### src/rtl/kinase_seq_pkg.sv
// Shared definitions for the kinase array sequencer: state encodings,
// per-state valve patterns and the peristaltic pump phase table.
package kinase_seq_pkg;

    typedef enum logic [2:0] {
        ST_IDLE  = 3'd0,
        ST_LOAD  = 3'd1,
        ST_MIX   = 3'd2,
        ST_INCUB = 3'd3,
        ST_FLUSH = 3'd4,
        ST_DONE  = 3'd5
    } state_t;

    // Control valve patterns, bit 0 = c1; 1 = pressurised (closed).
    localparam logic [31:0] VLV_LOAD  = 32'h0000_1A35;
    localparam logic [31:0] VLV_MIX   = 32'h0000_0F0C;
    localparam logic [31:0] VLV_INCUB = 32'h0000_1FFF;
    localparam logic [31:0] VLV_FLUSH = 32'h0000_10C3;

    // Sieve valve patterns, bit 0 = s1; 1 = actuated.
    localparam logic [31:0] SV_LOAD  = 32'h0000_0003;
    localparam logic [31:0] SV_MIX   = 32'h0000_000F;
    localparam logic [31:0] SV_INCUB = 32'h0000_000F;
    localparam logic [31:0] SV_FLUSH = 32'h0000_0000;

    // Peristaltic sequence p1p2p3 = 110 -> 011 -> 101, returned with bit 0 = p1.
    function automatic logic [2:0] pump_phase_pattern(input logic [1:0] idx);
        logic [2:0] pat;
        case (idx)
            2'd0:    pat = 3'b011;
            2'd1:    pat = 3'b110;
            2'd2:    pat = 3'b101;
            default: pat = 3'b011;
        endcase
        return pat;
    endfunction

endpackage

### src/rtl/kinase_pump_phase.sv
// Pump phase generator: dwell divider feeding a 3-phase peristaltic rotator.
module kinase_pump_phase
    import kinase_seq_pkg::*;
#(
    parameter int unsigned DIV_W = 8
) (
    input  logic             clk,
    input  logic             rst,
    input  logic             en,
    input  logic             restart,
    input  logic [DIV_W-1:0] div,
    output logic [2:0]       phase
);

    logic [DIV_W-1:0] cnt_q, cnt_d;
    logic [1:0]       idx_q, idx_d;

    always_comb begin
        cnt_d = cnt_q;
        idx_d = idx_q;
        if (restart) begin
            cnt_d = '0;
            idx_d = '0;
        end else if (en) begin
            if (cnt_q == div) begin
                cnt_d = '0;
                idx_d = (idx_q == 2'd2) ? 2'd0 : idx_q + 2'd1;
            end else begin
                cnt_d = cnt_q + {{(DIV_W-1){1'b0}}, 1'b1};
            end
        end
    end

    always_ff @(posedge clk) begin
        if (rst) begin
            cnt_q <= '0;
            idx_q <= '0;
        end else begin
            cnt_q <= cnt_d;
            idx_q <= idx_d;
        end
    end

    assign phase = pump_phase_pattern(idx_q);

endmodule

### src/rtl/kinase_array_sequencer.sv
// Valve/pump sequencer for an N-channel kinase assay array:
// LOAD -> MIX -> INCUB -> FLUSH -> DONE with per-channel isolation.
module kinase_array_sequencer
    import kinase_seq_pkg::*;
#(
    parameter int unsigned N_CH    = 2,
    parameter int unsigned N_VALVE = 13,
    parameter int unsigned N_SIEVE = 4,
    parameter int unsigned N_PUMP  = 5,
    parameter int unsigned CNT_W   = 16,
    parameter int unsigned DIV_W   = 8
) (
    input  logic               clk,
    input  logic               rst,
    input  logic               start,
    input  logic               abort,
    input  logic [N_CH-1:0]    ch_en,
    input  logic [CNT_W-1:0]   load_cycles,
    input  logic [CNT_W-1:0]   mix_cycles,
    input  logic [CNT_W-1:0]   incub_cycles,
    input  logic [CNT_W-1:0]   flush_cycles,
    input  logic [DIV_W-1:0]   pump_div,
    output logic [N_VALVE-1:0] valve_c,
    output logic [N_SIEVE-1:0] valve_s,
    output logic [N_PUMP-1:0]  pump_p,
    output logic [N_CH-1:0]    ch_iso,
    output logic               busy,
    output logic               done,
    output logic               start_err,
    output logic [2:0]         state_o
);

    function automatic logic [CNT_W-1:0] nz(input logic [CNT_W-1:0] x);
        return (x == '0) ? {{(CNT_W-1){1'b0}}, 1'b1} : x;
    endfunction

    state_t             state_q, state_d;
    logic [CNT_W-1:0]   cnt_q, cnt_d;
    logic [CNT_W-1:0]   mix_q, mix_d, incub_q, incub_d, flush_q, flush_d;
    logic [DIV_W-1:0]   div_q, div_d;
    logic [N_CH-1:0]    ch_en_q, ch_en_d;
    logic [N_VALVE-1:0] valve_c_q, valve_c_d;
    logic [N_SIEVE-1:0] valve_s_q, valve_s_d;
    logic [N_CH-1:0]    ch_iso_q, ch_iso_d;
    logic               busy_q, busy_d, done_q, done_d, start_err_q, start_err_d;
    logic [2:0]         phase;
    logic               pump_restart, pump_en;

    // The LOAD duration goes straight into the step counter at start, so it needs no latch.
    always_comb begin
        state_d     = state_q;
        cnt_d       = cnt_q;
        mix_d       = mix_q;
        incub_d     = incub_q;
        flush_d     = flush_q;
        div_d       = div_q;
        ch_en_d     = ch_en_q;
        start_err_d = 1'b0;
        case (state_q)
            ST_IDLE: begin
                if (start) begin
                    if (ch_en != '0) begin
                        ch_en_d = ch_en;
                        mix_d   = mix_cycles;
                        incub_d = incub_cycles;
                        flush_d = flush_cycles;
                        div_d   = pump_div;
                        cnt_d   = nz(load_cycles);
                        state_d = ST_LOAD;
                    end else begin
                        start_err_d = 1'b1;
                    end
                end
            end
            ST_LOAD, ST_MIX, ST_INCUB: begin
                if (abort) begin
                    state_d = ST_FLUSH;
                    cnt_d   = nz(flush_q);
                end else if (cnt_q == {{(CNT_W-1){1'b0}}, 1'b1}) begin
                    case (state_q)
                        ST_LOAD: begin state_d = ST_MIX;   cnt_d = nz(mix_q);   end
                        ST_MIX:  begin state_d = ST_INCUB; cnt_d = nz(incub_q); end
                        default: begin state_d = ST_FLUSH; cnt_d = nz(flush_q); end
                    endcase
                end else begin
                    cnt_d = cnt_q - {{(CNT_W-1){1'b0}}, 1'b1};
                end
            end
            ST_FLUSH: begin
                if (cnt_q == {{(CNT_W-1){1'b0}}, 1'b1}) begin
                    state_d = ST_DONE;
                end else begin
                    cnt_d = cnt_q - {{(CNT_W-1){1'b0}}, 1'b1};
                end
            end
            ST_DONE:  state_d = ST_IDLE;
            default:  state_d = ST_IDLE;
        endcase
    end

    // Outputs decode the next state so they change on the same edge as the state register.
    always_comb begin
        valve_c_d = '1;
        valve_s_d = '0;
        ch_iso_d  = '1;
        busy_d    = (state_d != ST_IDLE);
        done_d    = (state_d == ST_DONE);
        case (state_d)
            ST_LOAD: begin
                valve_c_d = N_VALVE'(VLV_LOAD);
                valve_s_d = N_SIEVE'(SV_LOAD);
                ch_iso_d  = ~ch_en_d;
            end
            ST_MIX: begin
                valve_c_d = N_VALVE'(VLV_MIX);
                valve_s_d = N_SIEVE'(SV_MIX);
                ch_iso_d  = ~ch_en_d;
            end
            ST_INCUB: begin
                valve_c_d = N_VALVE'(VLV_INCUB);
                valve_s_d = N_SIEVE'(SV_INCUB);
                ch_iso_d  = ~ch_en_d;
            end
            ST_FLUSH: begin
                valve_c_d = N_VALVE'(VLV_FLUSH);
                valve_s_d = N_SIEVE'(SV_FLUSH);
                ch_iso_d  = ~ch_en_d;
            end
            default: ;
        endcase
    end

    always_ff @(posedge clk) begin
        if (rst) begin
            state_q     <= ST_IDLE;
            cnt_q       <= '0;
            mix_q       <= '0;
            incub_q     <= '0;
            flush_q     <= '0;
            div_q       <= '0;
            ch_en_q     <= '0;
            valve_c_q   <= '1;
            valve_s_q   <= '0;
            ch_iso_q    <= '1;
            busy_q      <= 1'b0;
            done_q      <= 1'b0;
            start_err_q <= 1'b0;
        end else begin
            state_q     <= state_d;
            cnt_q       <= cnt_d;
            mix_q       <= mix_d;
            incub_q     <= incub_d;
            flush_q     <= flush_d;
            div_q       <= div_d;
            ch_en_q     <= ch_en_d;
            valve_c_q   <= valve_c_d;
            valve_s_q   <= valve_s_d;
            ch_iso_q    <= ch_iso_d;
            busy_q      <= busy_d;
            done_q      <= done_d;
            start_err_q <= start_err_d;
        end
    end

    assign pump_restart = (state_d == ST_MIX) && (state_q != ST_MIX);
    assign pump_en      = (state_q == ST_MIX);

    kinase_pump_phase #(
        .DIV_W(DIV_W)
    ) u_pump_phase (
        .clk     (clk),
        .rst     (rst),
        .en      (pump_en),
        .restart (pump_restart),
        .div     (div_q),
        .phase   (phase)
    );

    // Pump lines decode the registered state and phase register directly.
    always_comb begin
        pump_p = '1;
        case (state_q)
            ST_LOAD: pump_p = '0;
            ST_MIX:  pump_p[2:0] = phase;
            default: ;
        endcase
    end

    assign valve_c   = valve_c_q;
    assign valve_s   = valve_s_q;
    assign ch_iso    = ch_iso_q;
    assign busy      = busy_q;
    assign done      = done_q;
    assign start_err = start_err_q;
    assign state_o   = state_q;

endmodule

### config.mk
export PLATFORM = sky130hd
export DESIGN_NAME = kinase_array_sequencer
export DESIGN_NICKNAME = d
export VERILOG_FILES = /design/src/rtl/kinase_seq_pkg.sv /design/src/rtl/kinase_pump_phase.sv /design/src/rtl/kinase_array_sequencer.sv
export SDC_FILE = /design/constraint.sdc
export NUM_CORES = 1
export LEC_CHECK = 0
export ABC_AREA = 1
export BUFFER_PORTS_ARGS = -buffer_cell sky130_fd_sc_hd__buf_4
export CORE_AREA = 10 10 118 120
export CTS_CLUSTER_SIZE = 24
export DETAILED_ROUTE_END_ITERATION = 10
export DIE_AREA = 0 0 128 130
export PLACE_DENSITY = 0.79
export SYNTH_ARGS = -nofsm -noshare
export SYNTH_HDL_FRONTEND = slang
export SYNTH_HIERARCHICAL = 1
export SYNTH_SLANG_ARGS = --single-unit
### constraint.sdc
create_clock -name clk -period 2 [get_ports clk]
set_clock_uncertainty 0.1 [all_clocks]
set_input_delay 0.1 -clock clk [delete_from_list [all_inputs] [get_ports clk]]
set_output_delay 0.1 -clock clk [all_outputs]
set_load 0.01 [all_outputs]
Word level (Yosys, flattened, before mapping). Cells that the tools add are included.

Flip-flop bits (word level): 109. Input bits: 78. Output and inout port bits: 30. Word-level logic and storage cells: 86.

$add $sub $neg: 3. Eq/ne operators: 17. Mux-type cells: 29. Bitwise logic cells: 4. Reduce and logical (&&, ||, !) cells: 18.

Operator list (number): 16-bit two-way mux (9); 16-bit zero test (4); 16-bit case mux with 3 select lines (1); 13-bit case mux with 3 select lines (1); 16-bit case mux with 2 select lines (1); 3-bit case mux with 2 select lines (3); 16-bit by 1-bit == test with 1-bit output, second input constant (1); 16-bit by 1-bit subtractor with 16-bit output, second input constant (1); 3-bit two-way mux (5); 3-bit by 2-bit == test with 1-bit output, second input constant (4); 2-bit two-way mux (5); 3-bit == test, second input constant (3); 3-bit case mux with 3 select lines (1); 8-bit by 1-bit adder with 8-bit output, second input constant (1); 8-bit == test (1); 8-bit two-way mux (1); 4-bit case mux with 2 select lines (1); 3-bit by 1-bit == test with 1-bit output, second input constant (2); 2-bit inequality test, second input constant (3); 3-bit nonzero test (2); 2-bit OR reduction (3); 3-bit OR reduction (2); 4-bit AND reduction (1); 4-bit OR reduction (1); other kinds (12) (14).

Depth between registers and ports, before layout. Gate-level depths: netlist (run 1).

Depth in word-level cells: 9. Mapped depth: 15. Gate-level depth less buffers: 15.

Hierarchy. Netlist (run 1), hierarchy kept.

Modules (own cells, without submodules): kinase_array_sequencer (times used 1, cells each 745, area each 5061.1 um^2, seq. area each 1781.7 um^2); kinase_pump_phase (times used 1, cells each 104, area each 679.4 um^2, seq. area each 200.2 um^2).

Worst setup path before layout (run 1). No wires, ideal clock.

Kind: register to register. From: register, netlist name cnt_q[1]. To: register u_pump_phase.cnt_q[1]. Library setup time: 65 ps. Data arrival time: 1735 ps. Required time: 1835 ps. Setup slack: 100 ps. Cell stages (with the launch flop): 15. Buffers on the path: 0. Clock period less this slack: 1900 ps. Cells stage by stage: dfxtp_1 -> inv_1 -> ha_1 -> nand3_1 -> nor3_4 -> nand2_2 -> inv_2 -> nand2_2 -> nand2_2 -> nor2_4 -> nand2_1 -> nor2_1 -> nor2_1 -> nand2_4 -> nor2_1.

RTL lines: end signal: assignment (line kinase_pump_phase.sv:39) `cnt_q <= cnt_d;`; end: declaration (line kinase_pump_phase.sv:15) `logic [DIV_W-1:0] cnt_q, cnt_d;`.

==> impl_summary.log, run 1 <==
INFO  metric final_critical_path_setup_slack = 0.0995 ns
INFO  metric cts_max_level = 3
INFO  metric synthFlopType = sky130_fd_sc_hd__dfxtp_1
INFO  metric yosys.cell_types.count = 48
INFO  metric place_congestion = 1.01
INFO  metric crit_path_top_delay_cell = sky130_fd_sc_hd__dfxtp_1
INFO  metric crit_path_frequent_cell = sky130_fd_sc_hd__nor2_4
INFO  metric tritoncts = done
INFO  metric post_route_cells_drive_above_1_share = 23.5%
INFO  metric critical_path.n_buffers_inverters = 2
INFO  metric clockRootBuffer = sky130_fd_sc_hd__clkbuf_16
INFO  metric mappedNetlistArea = 5740 sq um
INFO  metric worst-slew-pin-transition = 0.438 ns
INFO  metric remaining_drc_errors = 0
INFO  metric grt_pass1_vias = 5769
INFO  metric clk_latency = 0.35 ns
INFO  metric final.min_clock_period = 1.90 ns
INFO  metric gate_family_responsible_for_the_most_delay_along_the_worst_path = simple AND/OR/NAND/NOR gates
INFO  metric final-setup-viol-count = 0
INFO  metric dpl.cell_count = 1091
INFO  metric totalNegativeSetupSlack = 0 ns
INFO  metric core_region_area = 11700 sq um
INFO  metric clk_pin_slew_worst_paths = 0.07 ns
INFO  metric power.net_switching = 1.75 mW
INFO  metric cpPeakStageDelay = 0.37 ns
INFO  metric yosysSeqAreaShare = 34.5%
INFO  metric placement.cell_area = 6710 sq um
INFO  metric final_min_period_over_clock_period = 95.0%
INFO  metric hold_viol_final = 0
INFO  metric min_path_type = input pin to flip-flop
INFO  metric grt_max_degree = 43
INFO  metric async_reset_ff_share = 0%
INFO  metric synthesis.nets = 934
INFO  metric syn_avg_cell_area = 6.76 sq um
INFO  metric effective_utilization_at_floorplan = 49.0%
INFO  metric dieWidth = 128 microns
INFO  metric warning_count_from_the_yosys_run = 6
INFO  metric hpwlAfterDp = 13.6 mm
INFO  metric cts_sinks = 99
INFO  metric design.final.nets = 1104
INFO  metric number_of_port_buffers = 107
INFO  metric multi_input_comb_area = 3200 sq um
INFO  metric max_vdd_drop = 0.412 mV
INFO  metric pre_cts_slack = -0.0758 ns
INFO  metric maxcap_viol_count = 0
INFO  metric route.final.wire_length = 18.7 mm
INFO  metric power.density = 694 nW/um^2
INFO  metric finish.cell_count_without_fillers = 1173
INFO  metric power.internal = 3.59 mW
INFO  metric die-area = 16600 sq um
INFO  metric maxClockFrequency = 0.526 GHz
INFO  metric worstSetupStartpointType = flip-flop
INFO  metric placementRows = 40
INFO  metric vias_per_cell = 5.12
INFO  metric p_leak = 3.51 nW
INFO  metric result_of_the_run = finished clean
INFO  metric i_o_pin_total = 108
INFO  metric power.share.sequential = 42.4%
INFO  metric grtUsageTotal = 21.7%
INFO  metric critical_path.cell_chain = nor2_4, nand2_4, nor2_8, buf_4, nand4_4, nand3_2, inv_2, nand2_2, nor2_4, nor2_4, nand2_4, nor2_1
INFO  metric grt_first_pass_wirelength = 29.3 mm
INFO  metric edff_count_synth = 0
INFO  metric switching_share_of_total_power = 32.7%
INFO  metric critical_path_arrival = 2.08 ns
INFO  metric slew_headroom = 70.8%
INFO  metric cp_max_fo = 8
INFO  metric nFillCells = 974
INFO  metric p_comb_share = 26.4%
INFO  metric final_core_util = 65.6%
INFO  metric final-seq-area = 1990 sq um
INFO  metric setup.worst_path.end_class = flip-flop
INFO  metric number_of_instances_in_the_synthesized_netlist = 849
INFO  metric cts-buffers-inserted = 9
INFO  metric proportion_of_power_drawn_by_the_clock_network = 31.1%
INFO  metric die_h = 130 microns
INFO  metric drtIter0Drc = 541
INFO  metric timing.setup.critical_path_class = flip-flop to flip-flop
INFO  metric syn2layout_area_growth = 33.8%
INFO  metric postLayoutCellArea = 7680 sq um
INFO  metric antenna_found_initial = 1
INFO  metric cts_max_path_buffers = 2
INFO  metric synth.ff_latch_count = 99
INFO  metric report.final.slew_viol_count = 0
INFO  metric antenna_left = 0
INFO  metric wire_per_inst = 16.0 microns
INFO  metric global_route.overflow_total = 0
INFO  metric detailroute.via_count = 6003
INFO  metric detailedRoute.firstPassIterationCount = 5
INFO  metric worst-endpoint-required = 2.18 ns
cell usage in the layout, fill, tap and decap left out, types with 8 or more instances in the layout:
cell type,count
sky130_fd_sc_hd__nor2_1,178
sky130_fd_sc_hd__xor2_1,9
sky130_fd_sc_hd__o21ai_0,56
sky130_fd_sc_hd__nand3_1,37
sky130_fd_sc_hd__clkbuf_16,9
sky130_fd_sc_hd__dfxtp_1,93
sky130_fd_sc_hd__inv_1,76
sky130_fd_sc_hd__a211oi_1,20
sky130_fd_sc_hd__nor2_4,13
sky130_fd_sc_hd__a21oi_1,32
sky130_fd_sc_hd__nand2_1,173
sky130_fd_sc_hd__nand4_1,10
sky130_fd_sc_hd__nor2_2,10
sky130_fd_sc_hd__inv_2,12
sky130_fd_sc_hd__o21ai_1,8
sky130_fd_sc_hd__buf_4,142
sky130_fd_sc_hd__nand2_2,10
sky130_fd_sc_hd__dlygate4sd3_1,58
area by class of cell:
class / instances / area share [%]
clock buffer: 10 / 2.98
sequential: 99 / 25.9
tap: 147 / 2.39
inverter: 93 / 4.69
multi-input combinational: 615 / 41.6
timing repair buffer: 201 / 21.7
antenna: 2 / 0.0652
clock inverter: 6 / 0.668
state kept, by name, summed over array words and instances, names as in the netlist:
signal and count:
mix_q 16, ch_iso 2, valve_c 5, u_pump_phase/idx_q 2, busy 1, valve_s 2
flush_q 16, start_err 1, done 1, ch_en_q 2, incub_q 16, state_o 3
cnt_q 16, div_q 8, u_pump_phase/cnt_q 8
logic make-up (layout without fill, tap and decap cells):
group | Yosys count | after routing | synth area share, %
xor+xnor | 14 | 14 | 2.14
compound gates | 129 | 129 | 12.8
other cells | 0 | 2 | 0
simple gates | 464 | 464 | 38.2
mux | 1 | 1 | 0.174
fa+ha+maj | 7 | 7 | 1.53
buf+inv | 135 | 310 | 10.6
flops | 99 | 99 | 34.5
final timing paths:
check / startpoint / endpoint / slack [ns] / cells past startpoint
min reg2reg: incub_q[0] / incub_q[0] / 0.39 / 2
max: cnt_q[7] / u_pump_phase/cnt_q[2] / 0.1 / 12
min: mix_cycles[7] / mix_q[7] / 0.001 / 3
max reg2reg: cnt_q[7] / u_pump_phase/cnt_q[2] / 0.1 / 12
per-layer routing:
layer  vias up  track usage [%]  wire (microns)
met5         -                0               0
met4         0             10.3             699
met3        48             4.79            1220
met2       229             35.9            9140
met1      2705             26.1            7680
li1       3021                -               -
power groups by stage:
stage / combinational, mW / clock (mW) / sequential (mW)
floorplan: 0.842 / 0 / 2.27
global placement: 1.24 / 0 / 2.29
detailed placement: 1.25 / 0 / 2.29
CTS: 1.35 / 1.66 / 2.25
global route: 1.55 / 1.74 / 2.28
finish: 1.41 / 1.66 / 2.26
what timing repair did:
item,4_1_cts,5_1_grt
pin swaps,1,9
setup endpoints to repair,10,14
gates resized for setup,1,22
buffers inserted,0,6
hold buffers,58,0
hold endpoints to repair,56,0
through the flow:
stage	power, mW	hold WS, ns
3_5_place_dp	3.54	0.226
6_report	5.33	0.00101
5_1_grt	5.58	0.0224
4_1_cts	5.26	0.000779
2_1_floorplan	3.11	0.135
3_3_place_gp	3.53	0.221
worst reg2reg max path: stages (launching register included):
cell and delay [ns]:
sky130_fd_sc_hd__dfxtp_1 0.37, sky130_fd_sc_hd__nor2_4 0.17, sky130_fd_sc_hd__nand2_4 0.10, sky130_fd_sc_hd__nor2_8 0.14, sky130_fd_sc_hd__buf_4 0.15, sky130_fd_sc_hd__nand4_4 0.13
sky130_fd_sc_hd__nand3_2 0.11, sky130_fd_sc_hd__inv_2 0.05, sky130_fd_sc_hd__nand2_2 0.11, sky130_fd_sc_hd__nor2_4 0.05, sky130_fd_sc_hd__nor2_4 0.14, sky130_fd_sc_hd__nand2_4 0.10
sky130_fd_sc_hd__nor2_1 0.12
synth_stat cells (4+ instances only):
master	count	area, sq um
sky130_fd_sc_hd__ha_1	7	87.6
sky130_fd_sc_hd__nand2_1	174	653
sky130_fd_sc_hd__nand3_1	37	185
sky130_fd_sc_hd__nand3_2	6	60.1
sky130_fd_sc_hd__xnor2_1	5	43.8
sky130_fd_sc_hd__nor2_4	10	113
sky130_fd_sc_hd__nand2_2	9	56.3
sky130_fd_sc_hd__a21oi_1	32	160
sky130_fd_sc_hd__dfxtp_1	99	1980
sky130_fd_sc_hd__inv_2	11	41.3
sky130_fd_sc_hd__buf_4	14	105
sky130_fd_sc_hd__o21ai_1	7	35.0
sky130_fd_sc_hd__nor2_2	9	56.3
sky130_fd_sc_hd__inv_1	78	293
sky130_fd_sc_hd__a211oi_1	20	150
sky130_fd_sc_hd__clkbuf_1	14	52.6
sky130_fd_sc_hd__nor3_1	6	30.0
sky130_fd_sc_hd__buf_2	9	45.0
sky130_fd_sc_hd__nor2_1	182	683
sky130_fd_sc_hd__nand3_4	4	70.1
sky130_fd_sc_hd__xor2_1	9	78.8
sky130_fd_sc_hd__o21ai_0	57	285
sky130_fd_sc_hd__nand2_4	6	67.6
sky130_fd_sc_hd__o22ai_1	4	25.0
sky130_fd_sc_hd__nand4_1	10	62.6
No activity file was read; power rests on OpenSTA's default activity.
==> inputs of run 2 (changes only) <==
Settings changed: MAX_ROUTING_LAYER set to met4.
==> run 2 against run 1 <==
Clock power grew 5%. Combinational power is essentially flat. Core utilization grew 0.21 points. Worst setup slack lost 0.019 ns. Maximum frequency shrank 0.97%. Non-clock buffer count shrank 1. Total power grew 1.7%. First-iteration DRC count grew 1.7%. Sequential share of layout area shrank 0.12 points. Global-route usage grew 0.70 points. Critical endpoint is now u_pump_phase/cnt_q[7]. Largest power group unchanged. Highest routed layer unchanged.
==> impl_summary.log, run 2 (same netlist as run 1, synthesis figures left out) <==
INFO  metric worst-endpoint-required = 2.13 ns (was 2.18 ns)
INFO  metric wire_per_inst = 16.1 microns (was 16.0 microns)
INFO  metric maxClockFrequency = 0.521 GHz (was 0.526 GHz)
INFO  metric post_route_cells_drive_above_1_share = 23.4% (was 23.5%)
INFO  metric worstSetupStartpointType = flip-flop (unchanged)
INFO  metric p_leak = 3.51 nW (about the same)
INFO  metric final-setup-viol-count = 0 (unchanged)
INFO  metric dieWidth = 128 microns (unchanged)
INFO  metric hpwlAfterDp = 13.3 mm (was 13.6 mm)
INFO  metric cts-buffers-inserted = 9 (unchanged)
INFO  metric place_congestion = 0.977 (was 1.01)
INFO  metric setup.worst_path.end_class = flip-flop (unchanged)
INFO  metric clk_pin_slew_worst_paths = 0.07 ns (about the same)
INFO  metric clk_latency = 0.35 ns (about the same)
INFO  metric core_region_area = 11700 sq um (unchanged)
INFO  metric max_vdd_drop = 0.405 mV (was 0.412 mV)
INFO  metric cts_max_path_buffers = 2 (unchanged)
INFO  metric finish.cell_count_without_fillers = 1171 (was 1173)
INFO  metric min_path_type = input pin to flip-flop (unchanged)
INFO  metric gate_family_responsible_for_the_most_delay_along_the_worst_path = simple AND/OR/NAND/NOR gates (unchanged)
INFO  metric pre_cts_slack = -0.0952 ns (was -0.0758 ns)
INFO  metric detailroute.via_count = 6133 (was 6003)
INFO  metric nFillCells = 945 (was 974)
INFO  metric detailedRoute.firstPassIterationCount = 6 (was 5)
INFO  metric critical_path.cell_chain = inv_2, ha_4, nand2_2, nor2_8, nand2_4, clkinv_2, nand2_1, nand3_2, inv_2, nor2_4, nand2_2, nor2_2, nor2_4, nand2_4, nor2_1 (was nor2_4, nand2_4, nor2_8, buf_4, nand4_4, nand3_2, inv_2, nand2_2, nor2_4, nor2_4, nand2_4, nor2_1)
INFO  metric clockRootBuffer = sky130_fd_sc_hd__clkbuf_16 (unchanged)
INFO  metric final.min_clock_period = 1.92 ns (was 1.90 ns)
INFO  metric cp_max_fo = 8 (unchanged)
INFO  metric die-area = 16600 sq um (unchanged)
INFO  metric antenna_left = 0 (unchanged)
INFO  metric placementRows = 40 (unchanged)
INFO  metric final_core_util = 65.8% (was 65.6%)
INFO  metric cts_sinks = 99 (unchanged)
INFO  metric final_min_period_over_clock_period = 96.0% (was 95.0%)
INFO  metric grt_pass1_vias = 5923 (was 5769)
INFO  metric report.final.slew_viol_count = 0 (unchanged)
INFO  metric worst-slew-pin-transition = 0.455 ns (was 0.438 ns)
INFO  metric power.density = 704 nW/um^2 (was 694 nW/um^2)
INFO  metric result_of_the_run = finished clean (unchanged)
INFO  metric mostFrequentLayoutCells = sky130_fd_sc_hd__nor2_1, sky130_fd_sc_hd__nand2_1, sky130_fd_sc_hd__buf_4 (unchanged)
INFO  metric critical_path_arrival = 2.05 ns (was 2.08 ns)
INFO  metric tritoncts = done (unchanged)
INFO  metric hold_viol_final = 0 (unchanged)
INFO  metric dpl.cell_count = 1090 (was 1091)
INFO  metric antenna_found_initial = 1 (unchanged)
INFO  metric remaining_drc_errors = 0 (unchanged)
INFO  metric i_o_pin_total = 108 (unchanged)
INFO  metric die_h = 130 microns (unchanged)
INFO  metric drtIter0Drc = 550 (was 541)
INFO  metric vias_per_cell = 5.24 (was 5.12)
INFO  metric final_critical_path_setup_slack = 0.0809 ns (was 0.0995 ns)
INFO  metric cts_max_level = 3 (unchanged)
INFO  metric grtUsageTotal = 22.4% (was 21.7%)
INFO  metric crit_path_top_delay_cell = sky130_fd_sc_hd__dfxtp_1 (unchanged)
INFO  metric global_route.overflow_total = 0 (unchanged)
INFO  metric cpPeakStageDelay = 0.32 ns (was 0.37 ns)
INFO  metric grt_first_pass_wirelength = 29.4 mm (was 29.3 mm)
INFO  metric grt_max_degree = 41 (was 43)
INFO  metric route.final.wire_length = 18.8 mm (was 18.7 mm)
INFO  metric slew_headroom = 69.6% (was 70.8%)
INFO  metric effective_utilization_at_floorplan = 49.0% (unchanged)
INFO  metric holdWs = 0.00354 ns (was 0.00101 ns)
INFO  metric final_common_cell = sky130_fd_sc_hd__nor2_1 (unchanged)
INFO  metric maxcap_viol_count = 0 (unchanged)
INFO  metric design.final.nets = 1103 (was 1104)
INFO  metric critical_path.n_buffers_inverters = 3 (was 2)
INFO  metric timing.setup.critical_path_class = flip-flop to flip-flop (unchanged)
INFO  metric syn2layout_area_growth = 34.2% (was 33.8%)
INFO  metric number_of_port_buffers = 107 (unchanged)
## run 2: cell count changes in the layout (fill, tap and decap cells not counted), moves of 2 or more
cell / delta
sky130_fd_sc_hd__clkinv_2: +2
sky130_fd_sc_hd__buf_4: -2
sky130_fd_sc_hd__dfxtp_1: +2
sky130_fd_sc_hd__clkinv_4: -2
sky130_fd_sc_hd__dfxtp_2: -2
## run 2: final cells by class
cell class	count	area, sq um	area share (%)
clock inverters	6	63.8	0.828
flip-flops and latches	99	1990	25.8
repair buffers	200	1660	21.6
well taps	147	184	2.39
clock buffers	10	229	2.97
diodes	1	2.50	0.0325
inverters	93	364	4.72
multi-input cells	615	3210	41.7
## run 2: tightest hold or removal path, delay by kind of cell
family / cells / cell delay [ns]
simple gates: 1 / 0.12
compound gates: 1 / 0.07
buf+inv: 1 / 0.11
## run 2: final timing paths
kind	end	slack, ns	cells after the start	from
worst max-delay path	u_pump_phase/cnt_q[7]	0.08	15	cnt_q[1]
worst min-delay path	incub_q[0]	0.004	3	incub_cycles[0]
worst max register to register	u_pump_phase/cnt_q[7]	0.08	15	cnt_q[1]
worst min register to register	flush_q[11]	0.39	2	flush_q[11]
## run 2: timing repair
action | 4_1_cts | 5_1_grt
setup buffers | 0 | 5
hold endpoints to repair | 57 | 0
hold buffers | 59 | 0
pin swaps | 2 | 5
endpoints found under the setup margin | 10 | 18
resized for setup | 2 | 22
## run 2: routing by layer
metal | share of wire [%] | vias up | track usage, %
li1 | - | 3022 | -
met1 | 41 | 2789 | 26.4
met2 | 48 | 270 | 36.5
met3 | 6.8 | 52 | 3.85
met4 | 3.9 | 0 | 10.3
met5 | 0 | - | -
## run 2: per-stage QoR
step / total power [mW] / instance area (sq um) / TNS (ns)
4_1_cts: 5.33 / 7590 / 0
5_1_grt: 5.66 / 7710 / -0.0330
2_1_floorplan: 3.11 / 5740 / 0
3_3_place_gp: 3.53 / 6700 / -0.126
6_report: 5.42 / 7710 / 0
3_5_place_dp: 3.54 / 6700 / -0.659
## run 2: power by group
group	switching (mW)	leakage, nW	total, mW	internal, mW
registers	0.133	0.817	2.26	2.13
clock network	0.766	0.139	1.74	0.970
logic	0.829	2.55	1.43	0.599
total	1.73	3.51	5.42	3.70
==> inputs of run 3 (changes only) <==
Settings changed: ABC_AREA 1 to unset, CORE_AREA 10 10 118 120 to 10 10 112 114, DIE_AREA 0 0 128 130 to 0 0 122 124.
==> run 3 against run 2 <==
The flow now finishes with violations (negative setup slack). Die area decreased by 9.1%. Final cell count is 13% lower. Combinational power up 20%. Worst setup slack got worse by 0.36 ns. Maximum frequency shrank 16%. Clock-buffer cell count rose by 2. Clock power down 20%. Sequential power is essentially flat. Sequential share of layout area decreased by 0.61 points. Via count decreased by 0.93%. Core utilization rose by 12 points. Highest routed layer unchanged.
==> impl_summary.log, run 3 <==
INFO  metric clockRootBuffer = sky130_fd_sc_hd__clkbuf_8 (was sky130_fd_sc_hd__clkbuf_16)
INFO  metric hpwlAfterDp = 14.2 mm (was 13.3 mm)
INFO  metric worstSetupStartpoint = cnt_q[7] (was cnt_q[1])
INFO  metric syn2layout_area_growth = 55.7% (was 34.2%)
INFO  metric route.final.wire_length = 21.0 mm (was 18.8 mm)
INFO  metric multi_input_comb_area = 3180 sq um (was 3210 sq um)
INFO  metric synth_area_leader_cell = sky130_fd_sc_hd__dfxtp_1 (unchanged)
INFO  metric yosysSeqAreaShare = 39.0% (was 34.5%)
INFO  metric placement.cell_area = 6630 sq um (was 6700 sq um)
INFO  metric post_route_cells_drive_above_1_share = 35.0% (was 23.4%)
INFO  metric final-setup-viol-count = 32 (was 0)
INFO  metric synth_most_common_cell = sky130_fd_sc_hd__nand2_1 (was sky130_fd_sc_hd__nor2_1)
INFO  metric core_region_area = 10200 sq um (was 11700 sq um)
INFO  metric synth.area.top_cells = sky130_fd_sc_hd__dfxtp_1, sky130_fd_sc_hd__nand2_1, sky130_fd_sc_hd__a21oi_1 (was sky130_fd_sc_hd__dfxtp_1, sky130_fd_sc_hd__nor2_1, sky130_fd_sc_hd__nand2_1)
INFO  metric detailroute.via_count = 6076 (was 6133)
INFO  metric cts_max_level = 3 (unchanged)
INFO  metric edff_count_synth = 0 (unchanged)
INFO  metric syn_avg_cell_area = 7.86 sq um (was 6.76 sq um)
INFO  metric grt_first_pass_wirelength = 31.6 mm (was 29.4 mm)
INFO  metric number_of_instances_in_the_synthesized_netlist = 646 (was 849)
INFO  metric die_h = 124 microns (was 130 microns)
INFO  metric warning_count_from_the_yosys_run = 6 (unchanged)
INFO  metric drtIter0Drc = 632 (was 550)
INFO  metric grtUsageTotal = 27.0% (was 22.4%)
INFO  metric result_of_the_run = finished, violations left (was finished clean)
INFO  metric final_min_period_over_clock_period = 114% (was 96.0%)
INFO  metric grt_pass1_vias = 5892 (was 5923)
INFO  metric max_vdd_drop = 0.491 mV (was 0.405 mV)
INFO  metric global_route.overflow_total = 0 (unchanged)
INFO  metric mostFrequentLayoutCells = sky130_fd_sc_hd__buf_4, sky130_fd_sc_hd__nand2_1, sky130_fd_sc_hd__dfxtp_1 (was sky130_fd_sc_hd__nor2_1, sky130_fd_sc_hd__nand2_1, sky130_fd_sc_hd__buf_4)
INFO  metric dieWidth = 122 microns (was 128 microns)
INFO  metric remaining_drc_errors = 0 (unchanged)
INFO  metric antenna_left = 0 (unchanged)
INFO  metric detailedRoute.firstPassIterationCount = 7 (was 6)
INFO  metric p_leak = 3.20 nW (was 3.51 nW)
INFO  metric slew_headroom = 56.6% (was 69.6%)
INFO  metric number_of_port_buffers = 107 (unchanged)
INFO  metric clk_latency = 0.37 ns (was 0.35 ns)
INFO  metric clk_pin_slew_worst_paths = 0.11 ns (was 0.07 ns)
INFO  metric async_reset_ff_share = 0% (unchanged)
INFO  metric setup_repair_after_global_routing_missed_its_margin = true
INFO  metric cts_sinks = 99 (unchanged)
INFO  metric setup.worst_path.end_class = flip-flop (unchanged)
INFO  metric cp_max_fo = 4 (was 8)
INFO  metric i_o_pin_total = 108 (unchanged)
INFO  metric antenna_found_initial = 1 (unchanged)
INFO  metric placementRows = 37 (was 40)
INFO  metric design.final.nets = 967 (was 1103)
INFO  metric worst-slew-pin-transition = 0.652 ns (was 0.455 ns)
INFO  metric critical_path_arrival = 2.42 ns (was 2.05 ns)
INFO  metric min_path_type = input pin to flip-flop (unchanged)
INFO  metric nFillCells = 708 (was 945)
INFO  metric tritoncts = done (unchanged)
INFO  metric r2r-start = cnt_q[7] (was cnt_q[1])
INFO  metric mappedNetlistArea = 5080 sq um (was 5740 sq um)
INFO  metric failing_checks = negative setup slack
INFO  metric cts-buffers-inserted = 9 (unchanged)
INFO  metric final.min_clock_period = 2.28 ns (was 1.92 ns)
INFO  metric min_from = load_cycles[10] (was incub_cycles[0])
INFO  metric synth.ff_latch_count = 99 (unchanged)
INFO  metric synth_common_cells = sky130_fd_sc_hd__nand2_1, sky130_fd_sc_hd__dfxtp_1, sky130_fd_sc_hd__a21oi_1, sky130_fd_sc_hd__nor2_1, sky130_fd_sc_hd__clkbuf_1 (was sky130_fd_sc_hd__nor2_1, sky130_fd_sc_hd__nand2_1, sky130_fd_sc_hd__dfxtp_1, sky130_fd_sc_hd__inv_1, sky130_fd_sc_hd__o21ai_0)
INFO  metric postLayoutCellArea = 7910 sq um (was 7710 sq um)
INFO  metric vias_per_cell = 5.93 (was 5.24)
INFO  metric power.density = 676 nW/um^2 (was 704 nW/um^2)
INFO  metric place_congestion = 1.03 (was 0.977)
INFO  metric final_critical_path_setup_slack = -0.278 ns (was 0.0809 ns)
INFO  metric cts_max_path_buffers = 2 (unchanged)
INFO  metric yosys.cell_types.count = 68 (was 48)
INFO  metric maxClockFrequency = 0.439 GHz (was 0.521 GHz)
INFO  metric timing.setup.critical_path_class = flip-flop to flip-flop (unchanged)
INFO  metric hold_viol_final = 0 (unchanged)
INFO  metric report.final.slew_viol_count = 0 (unchanged)
INFO  metric yosysTopAreaCellShare = 39.0% (was 34.5%)
INFO  metric final-seq-area = 1990 sq um (about the same)
INFO  metric die-area = 15100 sq um (was 16600 sq um)
INFO  metric synthFlopType = sky130_fd_sc_hd__dfxtp_1 (unchanged)
INFO  metric worstSetupStartpointType = flip-flop (unchanged)
INFO  metric maxcap_viol_count = 0 (unchanged)
INFO  metric synthesis.nets = 731 (was 934)
INFO  metric totalNegativeSetupSlack = -4.50 ns (was 0 ns)
INFO  metric effective_utilization_at_floorplan = 49.7% (was 49.0%)
INFO  metric worst-endpoint-required = 2.14 ns (was 2.13 ns)
INFO  metric wire_per_inst = 20.6 microns (was 16.1 microns)
INFO  metric grt_max_degree = 58 (was 41)
INFO  metric final_common_cell = sky130_fd_sc_hd__buf_4 (was sky130_fd_sc_hd__nor2_1)
==> run 3: cell count changes in the layout (fill, tap and decap cells not counted), moves of 10 or more <==
cell / change
sky130_fd_sc_hd__inv_1: -69
sky130_fd_sc_hd__nor4_1: +15
sky130_fd_sc_hd__o21ai_0: -47
sky130_fd_sc_hd__a211oi_1: -12
sky130_fd_sc_hd__nand3_1: -31
sky130_fd_sc_hd__nand2_1: -27
sky130_fd_sc_hd__clkbuf_8: +11
sky130_fd_sc_hd__buf_4: +58
sky130_fd_sc_hd__nand2_2: -10
sky130_fd_sc_hd__inv_2: -10
sky130_fd_sc_hd__nor2_1: -143
sky130_fd_sc_hd__a21oi_1: +33
==> run 3: repair_timing <==
item                       CTS  global route
pin swaps                   16            18
gates resized for setup     41            44
setup buffers                5             6
hold buffers                59             0
setup endpoints to repair   36            96
hold endpoints to repair    58             0
cloned                       0             2
==> run 3: layer usage <==
metal / vias up / part of all wire [%] / global-route usage (%)
met5: - / 0 / -
met4: 0 / 3.1 / 10.1
met3: 71 / 9.5 / 7.01
met2: 353 / 47 / 43.2
met1: 2893 / 40 / 32.1
li1: 2759 / - / -
==> run 3: through the flow <==
step | std cells | power (mW) | utilization (%) | setup slack [ns] | hold slack (ns)
2_1_floorplan | 646 | 2.95 | - | -0.169 | 0.0770
3_5_place_dp | 935 | 3.61 | 64.8 | -0.373 | 0.224
4_1_cts | 1014 | 5.13 | 74.4 | -0.247 | 0.00569
5_1_grt | 1023 | 5.53 | 77.3 | -0.307 | -0.00608
3_3_place_gp | 935 | 3.59 | 64.8 | -0.282 | 0.220
6_report | 1024 | 5.35 | 77.3 | -0.278 | 0.00878
==> run 3: logic make-up (layout without fill, tap and decap cells) <==
family                   Yosys count  in the layout  synth area share, %
AND/OR/NAND/NOR                  286            286                 27.0
AO/OA/AOI/OAI                    167            167                 21.8
flip-flops                        99             99                 39.0
buffers and inverters             57            297                 5.22
XOR/XNOR                          28             28                 4.83
adder cells (fa/ha/maj)            7              7                 1.72
multiplexers                       2              2                0.394
other                              0              2                    0
==> run 3: power breakdown <==
group          internal [mW]  switching [mW]
Clock                  0.647           0.742
Combinational          0.863           0.862
Sequential              2.11           0.129
==> run 3: worst max-delay path, cell delays in order, from the launching register on <==
cell	delay, ns
sky130_fd_sc_hd__dfxtp_1	0.37
sky130_fd_sc_hd__nor4_1	0.45
sky130_fd_sc_hd__nand4_1	0.26
sky130_fd_sc_hd__buf_6	0.20
sky130_fd_sc_hd__o21a_1	0.23
sky130_fd_sc_hd__o21ai_0	0.29
sky130_fd_sc_hd__a211o_1	0.16
sky130_fd_sc_hd__a311oi_2	0.09
==> run 3: final cells by class <==
type / instances / share of cell area (%)
repair buffers: 273 / 29.4
clock inverters: 3 / 0.585
well taps: 136 / 2.15
flip-flops and latches: 99 / 25.2
diodes: 2 / 0.0633
multi-input cells: 490 / 40.2
clock buffers: 12 / 1.96
inverters: 9 / 0.427
==> run 3: path summary, 6_finish.rpt <==
| kind | to | cells after the start | slack, ns |
|---|---|---|---|
| max | cnt_q[11] | 7 | -0.28 |
| max reg2reg | cnt_q[11] | 7 | -0.28 |
| min | cnt_q[10] | 3 | 0.009 |
| min reg2reg | mix_q[0] | 2 | 0.37 |
